==> config.mk <==
export PLATFORM = sky130hd
export DESIGN_NAME = riscv_v_ext_src_seq
export DESIGN_NICKNAME = d
export VERILOG_FILES = /design/src/rtl/riscv_v_pkg.sv /design/src/rtl/riscv_v_ext_slice_shift.sv /design/src/rtl/riscv_v_ext_src_seq.sv
export SDC_FILE = /design/constraint.sdc
export NUM_CORES = 1
export LEC_CHECK = 0
export BUFFER_PORTS_ARGS = -buffer_cell sky130_fd_sc_hd__buf_2
export CAP_MARGIN = 20
export CORE_ASPECT_RATIO = 1.75
export CORE_UTILIZATION = 35
export DETAILED_ROUTE_END_ITERATION = 6
export GPL_TIMING_DRIVEN = 0
export PLACE_DENSITY = 0.57
export REMOVE_ABC_BUFFERS = 1
export SKIP_LAST_GASP = 1
export SLEW_MARGIN = 20
export SYNTH_ARGS = -nofsm -noshare
export SYNTH_HDL_FRONTEND = slang
export SYNTH_SLANG_ARGS = --single-unit
==> constraint.sdc <==
create_clock -name clk -period 3.6 [get_ports clk]
set_input_delay 0.36 -clock clk [delete_from_list [all_inputs] [get_ports clk]]
set_output_delay 0.36 -clock clk [all_outputs]
set_load 0.01 [all_outputs]
==> src/rtl/riscv_v_pkg.sv <==
`default_nettype none
// ============================================================================
// Module      : riscv_v_pkg
// Description : Shared vector-unit types, widths and osize helper functions
//               used by the extension sequencer and the extend datapath.
// Revision    : 1.0 - initial release
// ============================================================================
package riscv_v_pkg;

  localparam int RISCV_V_DATA_WIDTH       = 128;
  localparam int RISCV_V_NUM_BYTES_DATA   = RISCV_V_DATA_WIDTH / 8;
  localparam int RISCV_V_NUM_VALID_OSIZES = 5;   // 8/16/32/64/128 b
  localparam int RISCV_V_OSIZE_IDX_W      = 3;   // index of a one-hot osize bit
  localparam int RISCV_V_UOP_IDX_W        = 4;   // up to 16 micro-ops (8 -> 128 b)

  // Source operand packing shared with riscv_v_extend: {data, byte_a, byte_b}
  typedef struct packed {
    logic [RISCV_V_DATA_WIDTH-1:0]     data;
    logic [RISCV_V_NUM_BYTES_DATA-1:0] byte_a;
    logic [RISCV_V_NUM_BYTES_DATA-1:0] byte_b;
  } riscv_v_src_t;

  typedef enum logic [0:0] {
    SEQ_IDLE  = 1'b0,
    SEQ_ISSUE = 1'b1
  } riscv_v_seq_state_e;

  // Position of the set bit; the highest set bit wins if several are set.
  function automatic logic [RISCV_V_OSIZE_IDX_W-1:0] onehot_to_idx(
    input logic [RISCV_V_NUM_VALID_OSIZES-1:0] oh
  );
    logic [RISCV_V_OSIZE_IDX_W-1:0] idx;
    idx = '0;
    for (int i = 0; i < RISCV_V_NUM_VALID_OSIZES; i++) begin
      if (oh[i]) idx = RISCV_V_OSIZE_IDX_W'(i);
    end
    return idx;
  endfunction

  // True when exactly one osize bit is set.
  function automatic logic is_onehot(
    input logic [RISCV_V_NUM_VALID_OSIZES-1:0] oh
  );
    logic [RISCV_V_OSIZE_IDX_W-1:0] cnt;
    cnt = '0;
    for (int i = 0; i < RISCV_V_NUM_VALID_OSIZES; i++) begin
      cnt = cnt + RISCV_V_OSIZE_IDX_W'(oh[i]);
    end
    return (cnt == RISCV_V_OSIZE_IDX_W'(1));
  endfunction

endpackage
`default_nettype wire

==> src/rtl/riscv_v_ext_slice_shift.sv <==
`default_nettype none
// ============================================================================
// Module      : riscv_v_ext_slice_shift
// Description : Combinational byte-granular barrel shifter that moves the
//               uop_idx-th 1/R slice of a source operand (data plus both byte
//               fields) down to byte 0, zero-filling from the top.
//               R = 1 << shift_log; byte shift = (uop_idx * NUM_BYTES) >> shift_log.
// Revision    : 1.0 - initial release
// ============================================================================
module riscv_v_ext_slice_shift
  import riscv_v_pkg::*;
#(
  parameter int DATA_W      = RISCV_V_DATA_WIDTH,
  parameter int NUM_BYTES   = DATA_W / 8,
  parameter int SHIFT_LOG_W = RISCV_V_OSIZE_IDX_W,
  parameter int UOP_IDX_W   = RISCV_V_UOP_IDX_W
) (
  input  logic [SHIFT_LOG_W-1:0] shift_log,
  input  logic [UOP_IDX_W-1:0]   uop_idx,
  input  logic [DATA_W-1:0]      in_data,
  input  logic [NUM_BYTES-1:0]   in_byte_a,
  input  logic [NUM_BYTES-1:0]   in_byte_b,
  output logic [DATA_W-1:0]      out_data,
  output logic [NUM_BYTES-1:0]   out_byte_a,
  output logic [NUM_BYTES-1:0]   out_byte_b
);

  localparam int BYTE_IDX_W = $clog2(NUM_BYTES);
  localparam int CNT_W      = BYTE_IDX_W + UOP_IDX_W;

  logic [CNT_W-1:0]     w_byte_offset;
  logic [CNT_W-1:0]     w_byte_cnt;
  logic [DATA_W-1:0]    w_data_stg   [CNT_W+1];
  logic [NUM_BYTES-1:0] w_byte_a_stg [CNT_W+1];
  logic [NUM_BYTES-1:0] w_byte_b_stg [CNT_W+1];

  // Offset of slice uop_idx in bytes: uop_idx * (NUM_BYTES / R)
  assign w_byte_offset = CNT_W'(uop_idx) * CNT_W'(NUM_BYTES);
  assign w_byte_cnt    = w_byte_offset >> shift_log;

  assign w_data_stg[0]   = in_data;
  assign w_byte_a_stg[0] = in_byte_a;
  assign w_byte_b_stg[0] = in_byte_b;

  // One log stage per shift-count bit; stages at or beyond the operand width
  // can only empty the operand.
  for (genvar i = 0; i < CNT_W; i++) begin : g_stage
    if ((2 ** i) < NUM_BYTES) begin : g_shift
      assign w_data_stg[i+1]   = w_byte_cnt[i] ? (w_data_stg[i] >> (8 * (2 ** i)))
                                               : w_data_stg[i];
      assign w_byte_a_stg[i+1] = w_byte_cnt[i] ? (w_byte_a_stg[i] >> (2 ** i))
                                               : w_byte_a_stg[i];
      assign w_byte_b_stg[i+1] = w_byte_cnt[i] ? (w_byte_b_stg[i] >> (2 ** i))
                                               : w_byte_b_stg[i];
    end else begin : g_clear
      assign w_data_stg[i+1]   = w_byte_cnt[i] ? '0 : w_data_stg[i];
      assign w_byte_a_stg[i+1] = w_byte_cnt[i] ? '0 : w_byte_a_stg[i];
      assign w_byte_b_stg[i+1] = w_byte_cnt[i] ? '0 : w_byte_b_stg[i];
    end
  end

  assign out_data   = w_data_stg[CNT_W];
  assign out_byte_a = w_byte_a_stg[CNT_W];
  assign out_byte_b = w_byte_b_stg[CNT_W];

endmodule
`default_nettype wire

==> src/rtl/riscv_v_ext_src_seq.sv <==
`default_nettype none
// ============================================================================
// Module      : riscv_v_ext_src_seq
// Description : Micro-op sequencer for vzext/vsext .vf2/.vf4/.vf8/.vf16.
//               Registers one source operand per instruction and issues
//               R = 2^(dst_idx - src_idx) micro-ops, each carrying the next
//               1/R source slice at byte 0 and destination register vd + k.
// Revision    : 1.0 - initial release
// ============================================================================
module riscv_v_ext_src_seq
  import riscv_v_pkg::*;
#(
  parameter int DATA_W     = RISCV_V_DATA_WIDTH,
  parameter int NUM_BYTES  = DATA_W / 8,
  parameter int NUM_OSIZES = RISCV_V_NUM_VALID_OSIZES,
  parameter int VREG_IDX_W = 5
) (
  input  logic                            clk,
  input  logic                            rst_n,
  input  logic                            flush,
  // instruction input
  input  logic                            in_valid,
  output logic                            in_ready,
  input  logic [DATA_W+2*NUM_BYTES-1:0]   in_src,
  input  logic [NUM_OSIZES-1:0]           in_src_osize,
  input  logic [NUM_OSIZES-1:0]           in_dst_osize,
  input  logic                            in_is_zero_ext,
  input  logic                            in_is_sign_ext,
  input  logic [VREG_IDX_W-1:0]           in_vd,
  // micro-op output
  output logic                            out_valid,
  input  logic                            out_ready,
  output logic [DATA_W+2*NUM_BYTES-1:0]   out_src,
  output logic [NUM_OSIZES-1:0]           out_src_osize,
  output logic [NUM_OSIZES-1:0]           out_dst_osize,
  output logic                            out_is_zero_ext,
  output logic                            out_is_sign_ext,
  output logic [VREG_IDX_W-1:0]           out_vd,
  output logic [3:0]                      out_uop_idx,
  output logic                            out_last,
  output logic                            out_err
);

  localparam int SRC_W  = DATA_W + 2 * NUM_BYTES;
  localparam int UOP_W  = RISCV_V_UOP_IDX_W;
  localparam int SLOG_W = RISCV_V_OSIZE_IDX_W;

  // --------------------------------------------------------------------------
  // State and payload registers
  // --------------------------------------------------------------------------
  riscv_v_seq_state_e      state_q, state_d;
  logic [UOP_W-1:0]        uop_cnt_q, uop_cnt_d;
  logic [SLOG_W-1:0]       shift_log_q, shift_log_d;
  logic                    err_q, err_d;
  logic [SRC_W-1:0]        src_q, src_d;
  logic [NUM_OSIZES-1:0]   src_osize_q, src_osize_d;
  logic [NUM_OSIZES-1:0]   dst_osize_q, dst_osize_d;
  logic                    zext_q, zext_d;
  logic                    sext_q, sext_d;
  logic [VREG_IDX_W-1:0]   vd_q, vd_d;

  // --------------------------------------------------------------------------
  // Decode of the incoming osizes
  // --------------------------------------------------------------------------
  logic [SLOG_W-1:0]       w_src_idx;
  logic [SLOG_W-1:0]       w_dst_idx;
  logic                    w_is_ext;
  logic                    w_bad_osize;
  logic [SLOG_W-1:0]       w_in_shift_log;
  logic                    w_in_err;

  assign w_src_idx   = onehot_to_idx(in_src_osize);
  assign w_dst_idx   = onehot_to_idx(in_dst_osize);
  assign w_is_ext    = in_is_zero_ext || in_is_sign_ext;
  assign w_bad_osize = !is_onehot(in_src_osize) || !is_onehot(in_dst_osize)
                    || (w_dst_idx <= w_src_idx);

  // Illegal extensions and plain pass-through both collapse to a single micro-op.
  assign w_in_err       = w_is_ext && w_bad_osize;
  assign w_in_shift_log = (w_is_ext && !w_bad_osize) ? (w_dst_idx - w_src_idx) : '0;

  // --------------------------------------------------------------------------
  // Handshake
  // --------------------------------------------------------------------------
  logic [UOP_W:0]          w_uop_total;
  logic [UOP_W-1:0]        w_last_idx;
  logic                    w_is_last;
  logic                    w_out_fire;
  logic                    w_accept;

  assign w_uop_total = (UOP_W + 1)'(1) << shift_log_q;
  assign w_last_idx  = UOP_W'(w_uop_total - (UOP_W + 1)'(1));
  assign w_is_last   = (uop_cnt_q == w_last_idx);

  assign out_valid   = (state_q == SEQ_ISSUE);
  assign w_out_fire  = out_valid && out_ready;
  // A new instruction may load in the same cycle the final micro-op leaves.
  assign in_ready    = !flush && ((state_q == SEQ_IDLE) || (w_out_fire && w_is_last));
  assign w_accept    = in_valid && in_ready;

  // Next-state, micro-op counter and payload capture
  always_comb begin
    state_d     = state_q;
    uop_cnt_d   = uop_cnt_q;
    shift_log_d = shift_log_q;
    err_d       = err_q;
    src_d       = src_q;
    src_osize_d = src_osize_q;
    dst_osize_d = dst_osize_q;
    zext_d      = zext_q;
    sext_d      = sext_q;
    vd_d        = vd_q;

    if (w_accept) begin
      state_d     = SEQ_ISSUE;
      uop_cnt_d   = '0;
      shift_log_d = w_in_shift_log;
      err_d       = w_in_err;
      src_d       = in_src;
      src_osize_d = in_src_osize;
      dst_osize_d = in_dst_osize;
      zext_d      = in_is_zero_ext;
      sext_d      = in_is_sign_ext;
      vd_d        = in_vd;
    end else if (w_out_fire) begin
      if (w_is_last) begin
        state_d   = SEQ_IDLE;
        uop_cnt_d = '0;
      end else begin
        uop_cnt_d = uop_cnt_q + UOP_W'(1);
      end
    end

    // Flush wins over everything; in_ready is already low so nothing loads.
    if (flush) begin
      state_d   = SEQ_IDLE;
      uop_cnt_d = '0;
    end
  end

  // State and payload registers with synchronous active-low reset
  always_ff @(posedge clk) begin
    if (!rst_n) begin
      state_q     <= SEQ_IDLE;
      uop_cnt_q   <= '0;
      shift_log_q <= '0;
      err_q       <= 1'b0;
      src_q       <= '0;
      src_osize_q <= '0;
      dst_osize_q <= '0;
      zext_q      <= 1'b0;
      sext_q      <= 1'b0;
      vd_q        <= '0;
    end else begin
      state_q     <= state_d;
      uop_cnt_q   <= uop_cnt_d;
      shift_log_q <= shift_log_d;
      err_q       <= err_d;
      src_q       <= src_d;
      src_osize_q <= src_osize_d;
      dst_osize_q <= dst_osize_d;
      zext_q      <= zext_d;
      sext_q      <= sext_d;
      vd_q        <= vd_d;
    end
  end

  // --------------------------------------------------------------------------
  // Slice selection
  // --------------------------------------------------------------------------
  logic [DATA_W-1:0]    w_slice_data;
  logic [NUM_BYTES-1:0] w_slice_byte_a;
  logic [NUM_BYTES-1:0] w_slice_byte_b;

  riscv_v_ext_slice_shift #(
    .DATA_W      (DATA_W),
    .NUM_BYTES   (NUM_BYTES),
    .SHIFT_LOG_W (SLOG_W),
    .UOP_IDX_W   (UOP_W)
  ) u_slice_shift (
    .shift_log  (shift_log_q),
    .uop_idx    (uop_cnt_q),
    .in_data    (src_q[SRC_W-1 -: DATA_W]),
    .in_byte_a  (src_q[2*NUM_BYTES-1 -: NUM_BYTES]),
    .in_byte_b  (src_q[NUM_BYTES-1:0]),
    .out_data   (w_slice_data),
    .out_byte_a (w_slice_byte_a),
    .out_byte_b (w_slice_byte_b)
  );

  // --------------------------------------------------------------------------
  // Outputs: all derived from registers, so stable under backpressure
  // --------------------------------------------------------------------------
  assign out_src         = {w_slice_data, w_slice_byte_a, w_slice_byte_b};
  assign out_src_osize   = src_osize_q;
  assign out_dst_osize   = dst_osize_q;
  assign out_is_zero_ext = zext_q;
  assign out_is_sign_ext = sext_q;
  assign out_vd          = vd_q + VREG_IDX_W'(uop_cnt_q);   // wraps mod 2^VREG_IDX_W
  assign out_uop_idx     = uop_cnt_q;
  assign out_last        = out_valid && w_is_last;
  assign out_err         = out_valid && err_q;

endmodule
`default_nettype wire

After elaboration in Yosys (flattened, before gate mapping):

Index checks and enable logic that the tools add are counted.

* input port bits: 182
* logic and storage cells: 88
* output and inout port bits: 185
* bits in registers: 186

* multiplexer cells: 37
* magnitude comparators: 1
* shift-type cells: 2
* bitwise gates (word level): 2
* eq/ne operators: 3
* reduce and logical (&&, ||, !) cells: 21
* $add $sub $neg: 12

Operator list (number)
* 128-bit two-way mux: 8
* 16-bit two-way mux: 16
* 3-bit two-way mux: 6
* 3-bit by 1-bit adder with 3-bit output: 4
* 1-bit logical AND: 8
* 8-bit by 3-bit >> shifter with 8-bit output: 1
* 2-bit by 1-bit adder with 3-bit output: 2
* 3-bit by 1-bit equality test with 1-bit output (second input constant): 2
* 5-bit by 4-bit adder with 5-bit output: 1
* 1-bit two-way mux: 5
* 1-bit by 1-bit adder with 2-bit output: 2
* 4-bit by 1-bit adder with 4-bit output (second input constant): 1
* 4-bit equality test: 1
* 1-bit logical NOT: 4
* 1-bit logical OR: 4
* 4-bit two-way mux: 1
* 2-bit nonzero test: 2
* 1-bit by 3-bit left shift with 4-bit output (first input constant): 1
* 4-bit by 1-bit subtractor with 4-bit output (second input constant): 1
* 3-bit <= comparator: 1
* 3-bit OR reduction: 1
* 3-bit subtractor: 1
* 2-bit two-way mux: 1
* 1-bit NOT: 2
* other kinds (2): 2

Depth between registers and ports, before layout:

* depth in word-level cells: 11
* gate-level depth with buffers: 13
* gate-level depth less buffers: 10

By module:

A second synthesis with hierarchy kept.

* cell total of the unflattened synthesis: 1831
* area, all modules: 13588.0 um^2

Modules (own cells, without submodules)
* riscv_v_ext_src_seq: cells each 913, area each 7402.1 um^2, instances 1
* riscv_v_ext_slice_shift: cells each 918, area each 6185.9 um^2, instances 1

Worst setup path after synthesis:

Ideal clock, no wire load.

* kind: reg2reg
* start: reg shift_log_q[0]
* end: reg dst_osize_q[2] (netlist: out_dst_osize[2])
* slack: 0.854 ns
* required time: 3.472 ns
* cell stages (with the launch flop): 14
* data arrival time: 2.618 ns
* path through: dfxtp_1 buf_4 buf_6 or3_1 ha_1 xor2_1 mux2_2 a2111oi_4 o21ai_2 buf_6 buf_2 buf_2 nand3_1 o21ai_0

* cells in the longest elaborated chain, start to end: 7

Ends and longest elaborated chain
* start, declared: line riscv_v_ext_src_seq.sv:53 `logic [SLOG_W-1:0] shift_log_q, shift_log_d;`
* start signal, assigned: line riscv_v_ext_src_seq.sv:157 `shift_log_q <= shift_log_d;`
* 1-bit by 3-bit left shift with 4-bit output: line riscv_v_ext_src_seq.sv:91 `assign w_uop_total = (UOP_W + 1)'(1) << shift_log_q;`
* 4-bit by 1-bit subtractor with 4-bit output: line riscv_v_ext_src_seq.sv:92 `assign w_last_idx = UOP_W'(w_uop_total - (UOP_W + 1)'(1));`
* 4-bit equality test: line riscv_v_ext_src_seq.sv:93 `assign w_is_last = (uop_cnt_q == w_last_idx);`
* 1-bit logical AND: line riscv_v_ext_src_seq.sv:98 `assign in_ready = !flush && ((state_q == SEQ_IDLE) || (w_out_fire && w_is_last));`
* 1-bit logical OR: line riscv_v_ext_src_seq.sv:98
* 1-bit logical AND: line riscv_v_ext_src_seq.sv:98
* 1-bit logical AND: line riscv_v_ext_src_seq.sv:99 `assign w_accept = in_valid && in_ready;`
* end signal, assigned: line riscv_v_ext_src_seq.sv:161 `dst_osize_q <= dst_osize_d;`
* end, declared: line riscv_v_ext_src_seq.sv:57 `logic [NUM_OSIZES-1:0] dst_osize_q, dst_osize_d;`

Every way passes these cells.
A chain may end at the register's enable or synchronous reset.

Final worst setup path:

* start: reg shift_log_q[0]
* end: out out_src[95]

* cells in the longest elaborated chain, start to end: 9

Ends and longest elaborated chain
* 8-bit by 3-bit >> shifter with 8-bit output *: line riscv_v_ext_slice_shift.sv:39 `assign w_byte_cnt = w_byte_offset >> shift_log;`
* 128-bit two-way mux (4 in series): line riscv_v_ext_slice_shift.sv:49 `assign w_data_stg[i+1] = w_byte_cnt[i] ? (w_data_stg[i] >> (8 * (2 ** i)))`
* 128-bit two-way mux (3 in series): line riscv_v_ext_slice_shift.sv:56 `assign w_data_stg[i+1] = w_byte_cnt[i] ? '0 : w_data_stg[i];`
* 128-bit two-way mux *: line riscv_v_ext_slice_shift.sv:56
* end, declared: line riscv_v_ext_src_seq.sv:33 `output logic [DATA_W+2*NUM_BYTES-1:0] out_src,`

Every way passes the cells marked *; elsewhere a longest branch is shown, timed or not.

==> summary.txt <==
Status
  • Outcome: finished clean

Synthesis
  • Post-synthesis cell count: approximately 2,000
  • Ys async rst share: 0
  • Predominant post-synthesis flop cell: dfxtp_1
  • Synth area leader: dfxtp_1
  • Mapped Area: around 0.015 mm^2
  • Post-synthesis register bit count: around 190
  • Main area contributors after synthesis: dfxtp_1, mux2i_1, nand2_1
  • Count of cell types in the netlist: 62
  • EDFF count, synth: 0
  • Seq/Total Area, Yosys: 0.2516
  • Syn avg cell area: between 7 and 8 um^2
  • Yosys warnings: 0
  • Post-synth top area share: 0.2516

Die
  • I/O pin total: approximately 370
  • Die X-Extent: approximately 160 um
  • Die Span Y: about 270 um
  • Floorplan row count: just under 100
  • Die ar.: ~0.043 mm^2
  • Initial core utilization: 0.3545
  • Core Area: 0.04174 mm^2

Detailed routing
  • DRT Wirelength: between 60,000 and 70,000 um
  • DR pass1 iterations: 7
  • DR iter-0 viols: 1,626
  • Antenna Violating Nets Remaining: 0
  • WL/cell: approximately 22 um
  • Via count: between 15,000 and 20,000
  • Remaining DRCs: 0
  • Via-to-Cell Ratio: a little under 6

CTS
  • CTS Hold Bufs: 0
  • Latest clock arrival within the worst-skew pair: between 0.4 and 0.5 ns
  • CTS tree: done
  • # clock sinks: between 150 and 200
  • H-tree Lvls: 4
  • CTS clk-pin slew, worst paths: about 0.080 ns
  • Num CTS Buffers: 17
  • Clk root buf: clkbuf_16
  • Longest Clk Path Bufs: 2

Finish
  • Register Area: between 0.003 and 0.004 mm^2
  • Fill count: 4,294
  • Layout cells sized above 1: 0.2620
  • Area Growth Syn to Fin: 29.75%
  • Area of the multi-input gates: slightly above 0.01 mm^2
  • Final #Nets: 2,556

Global route
  • First-pass GRT wire length: between 90,000 and 100,000 um
  • Congestion Overflow GR: 0
  • Vias in the first global route: 16,210
  • Antenna violations before repair: 5
  • Largest net degree at the start of global routing: about 110
  • Global Route Usage Sum: 0.2901

Critical path
  • Data required time of the worst path: ~3.2 ns
  • Worst path max stage delay: ~0.57 ns
  • CP Max Fanout: 19
  • Most common cell type on the critical path: buf_4
  • Buf+Inv Stages, Crit Path: 4
  • Worst path top cell family by delay: compound AO/OA/AOI/OAI gates
  • CP Class: reg -> out
  • Crit path DAT: ~3.2 ns
  • CP Capture Type: output port
  • CP startpoint kind: flop
  • Worst path cell trace: buf_4 > buf_4 > nand2b_1 > o221a_4 > buf_4 > and2_2 > a222oi_1 > a211oi_2 > buf_2
  • Slowest library cell on the worst path: and2_2

Power and ir drop
  • Pint: roughly 3.6 mW
  • Leakage: approximately 8.0 nW
  • NetSw: between 1.5 and 2 mW
  • Max IR drop VDD: between 0.2 and 0.25 mV
  • PwrDens: 273.2 mW/mm^2
  • Clock group share of total power: 0.389
  • Gate power share: 0.175
  • Seq pwr share: 0.436
  • Switching share of power: 0.3140

Timing
  • Fin crit period: between 3 and 4 ns
  • Final Max Slew Viols: 0
  • Worst-margin pin slew: 1.050 ns
  • Final hold violations: 0
  • Slew HR: 0.3001
  • RSZ-0062 raised after global routing: true
  • Setup ws final: around 0.025 ns
  • Hold WS: roughly 0.13 ns
  • Setup_tns: 0 ns
  • Max Fclk: about 280 MHz
  • Final count of negative-setup-slack endpoints: 0
  • Period utilization: 0.9931
  • Setup Skew: 0.01956 ns

Run
  • Number of max-cap violations: 0

Placement
  • Post-Place Setup Slack: -0.9347 ns
  • GPL Wtd Cong: about 0.86
  • Hpwl dp: between 40,000 and 50,000 um
  • Port bufs: between 300 and 400

Hold path
  • Classification of the worst-slack hold path: in -> reg
## power by group through the flow
| stage | clock network, mW | registers [mW] | logic (mW) |
|---|---|---|---|
| after CTS | 2.10 | 2.28 | 0.916 |
| after floorplan | 0 | 2.29 | 0.456 |
| after global placement | 0 | 2.33 | 0.859 |
| after global routing | 2.17 | 2.30 | 1.01 |
| after detailed placement | 0 | 2.33 | 0.904 |
| final | 2.04 | 2.29 | 0.919 |
## area by class of cell
class / instances / area share
Sequential cell: 186 / 0.1953
Clock buffer: 17 / 0.02216
Timing Repair Buffer: 496 / 0.1932
Antenna cell: 4 / 0.0005214
Clock inverter: 15 / 0.009254
Tap cell: 555 / 0.03617
Multi-Input combinational cell: 1636 / 0.5395
Inverter: 20 / 0.003910
## state kept, by name, summed over array words and instances (netlist names)
signal	flops
shift_log_q	3
err_q	1
out_is_sign_ext	1
out_src_osize	5
out_valid	1
out_uop_idx	4
src_q	160
out_is_zero_ext	1
vd_q	5
out_dst_osize	5
## logic make-up after synthesis
family                     share of synthesized area
xor gates and xnor gates                    0.004143
muxes                                         0.1983
DFF                                           0.2516
AOI/OAI and AO/OA                             0.1907
and+or+nand+nor                               0.2635
adders and majority gates                    0.01742
buffers and inverters                        0.07433
## cells in the mapped netlist, types with 3 or more instances
master     instances
o21ai_0          212
a222oi_1          20
nor2_2             3
mux4_2            20
inv_1             20
a311oi_1          10
a32oi_1           40
mux2i_1          242
clkbuf_1          92
nand2_1          462
a21oi_1           43
buf_1             16
nand2b_1           9
o21ai_1           12
a21o_1             4
buf_2             63
nor2b_1            5
a211oi_1          13
o32ai_1           11
nor4_1            12
ha_1              11
o2bb2ai_1         10
buf_4             14
nand3_1          241
fa_1               6
xnor2_1            5
nor2_1           112
nor3_1            29
and2_1            13
a22oi_1           38
buf_6             15
dfxtp_1          186
o211ai_1          11
## per-layer routing
layer	vias up	global-route usage	routed length [um]
met1	8086	0.3259	23680
met3	230	0.05579	5154
met2	912	0.4958	31920
met5	-	0	8
li1	7972	-	-
met4	2	0.1875	4206
## stage by stage
step	utilization	std cells	total power, mW	area (um^2)
after floorplan	-	1836	2.744	13770
final	0.4599	2929	5.245	19200
after detailed placement	0.4268	2829	3.236	17820
after CTS	0.4527	2904	5.296	18900
after global routing	0.4599	2929	5.482	19200
after global placement	0.3904	2757	3.188	16300
## worst min-delay path, delay by kind of cell
family / cells / cell delay (ns)
simple gates: 1 / 0.04
compound gates: 1 / 0.05
buf+inv: 1 / 0.10
## path summary, 6_finish.rpt
| check | from | endpoint | slack [ns] | depth (start not counted) |
|---|---|---|---|---|
| hold / removal | in_src[117] | src_q[117] | 0.13 | 3 |
| setup / recovery | shift_log_q[0] | out_src[95] | 0.02 | 9 |
| hold reg to reg | out_dst_osize[4] | out_dst_osize[4] | 0.47 | 2 |
| setup reg to reg | shift_log_q[2] | src_q[91] | 0.08 | 15 |
## placed cells by master (no fill, tap or decap), types with 29 or more instances in the layout
cell     count
a21oi_1     42
a22oi_1     38
a32oi_1     40
buf_16      38
buf_2      366
buf_4       75
dfxtp_1    179
mux2i_1    230
nand2_1    458
nand3_1    241
nor2_1     104
nor3_1      29
o21ai_0    211
## what timing repair did
action                                  in CTS  in global routing
setup buffers                               42                 19
pin swaps                                   20                  8
endpoints found under the setup margin     242                114
resized for setup                           45                 22
gates cloned                                 4                  4
Note: power is estimated with default switching activity, not from simulation.
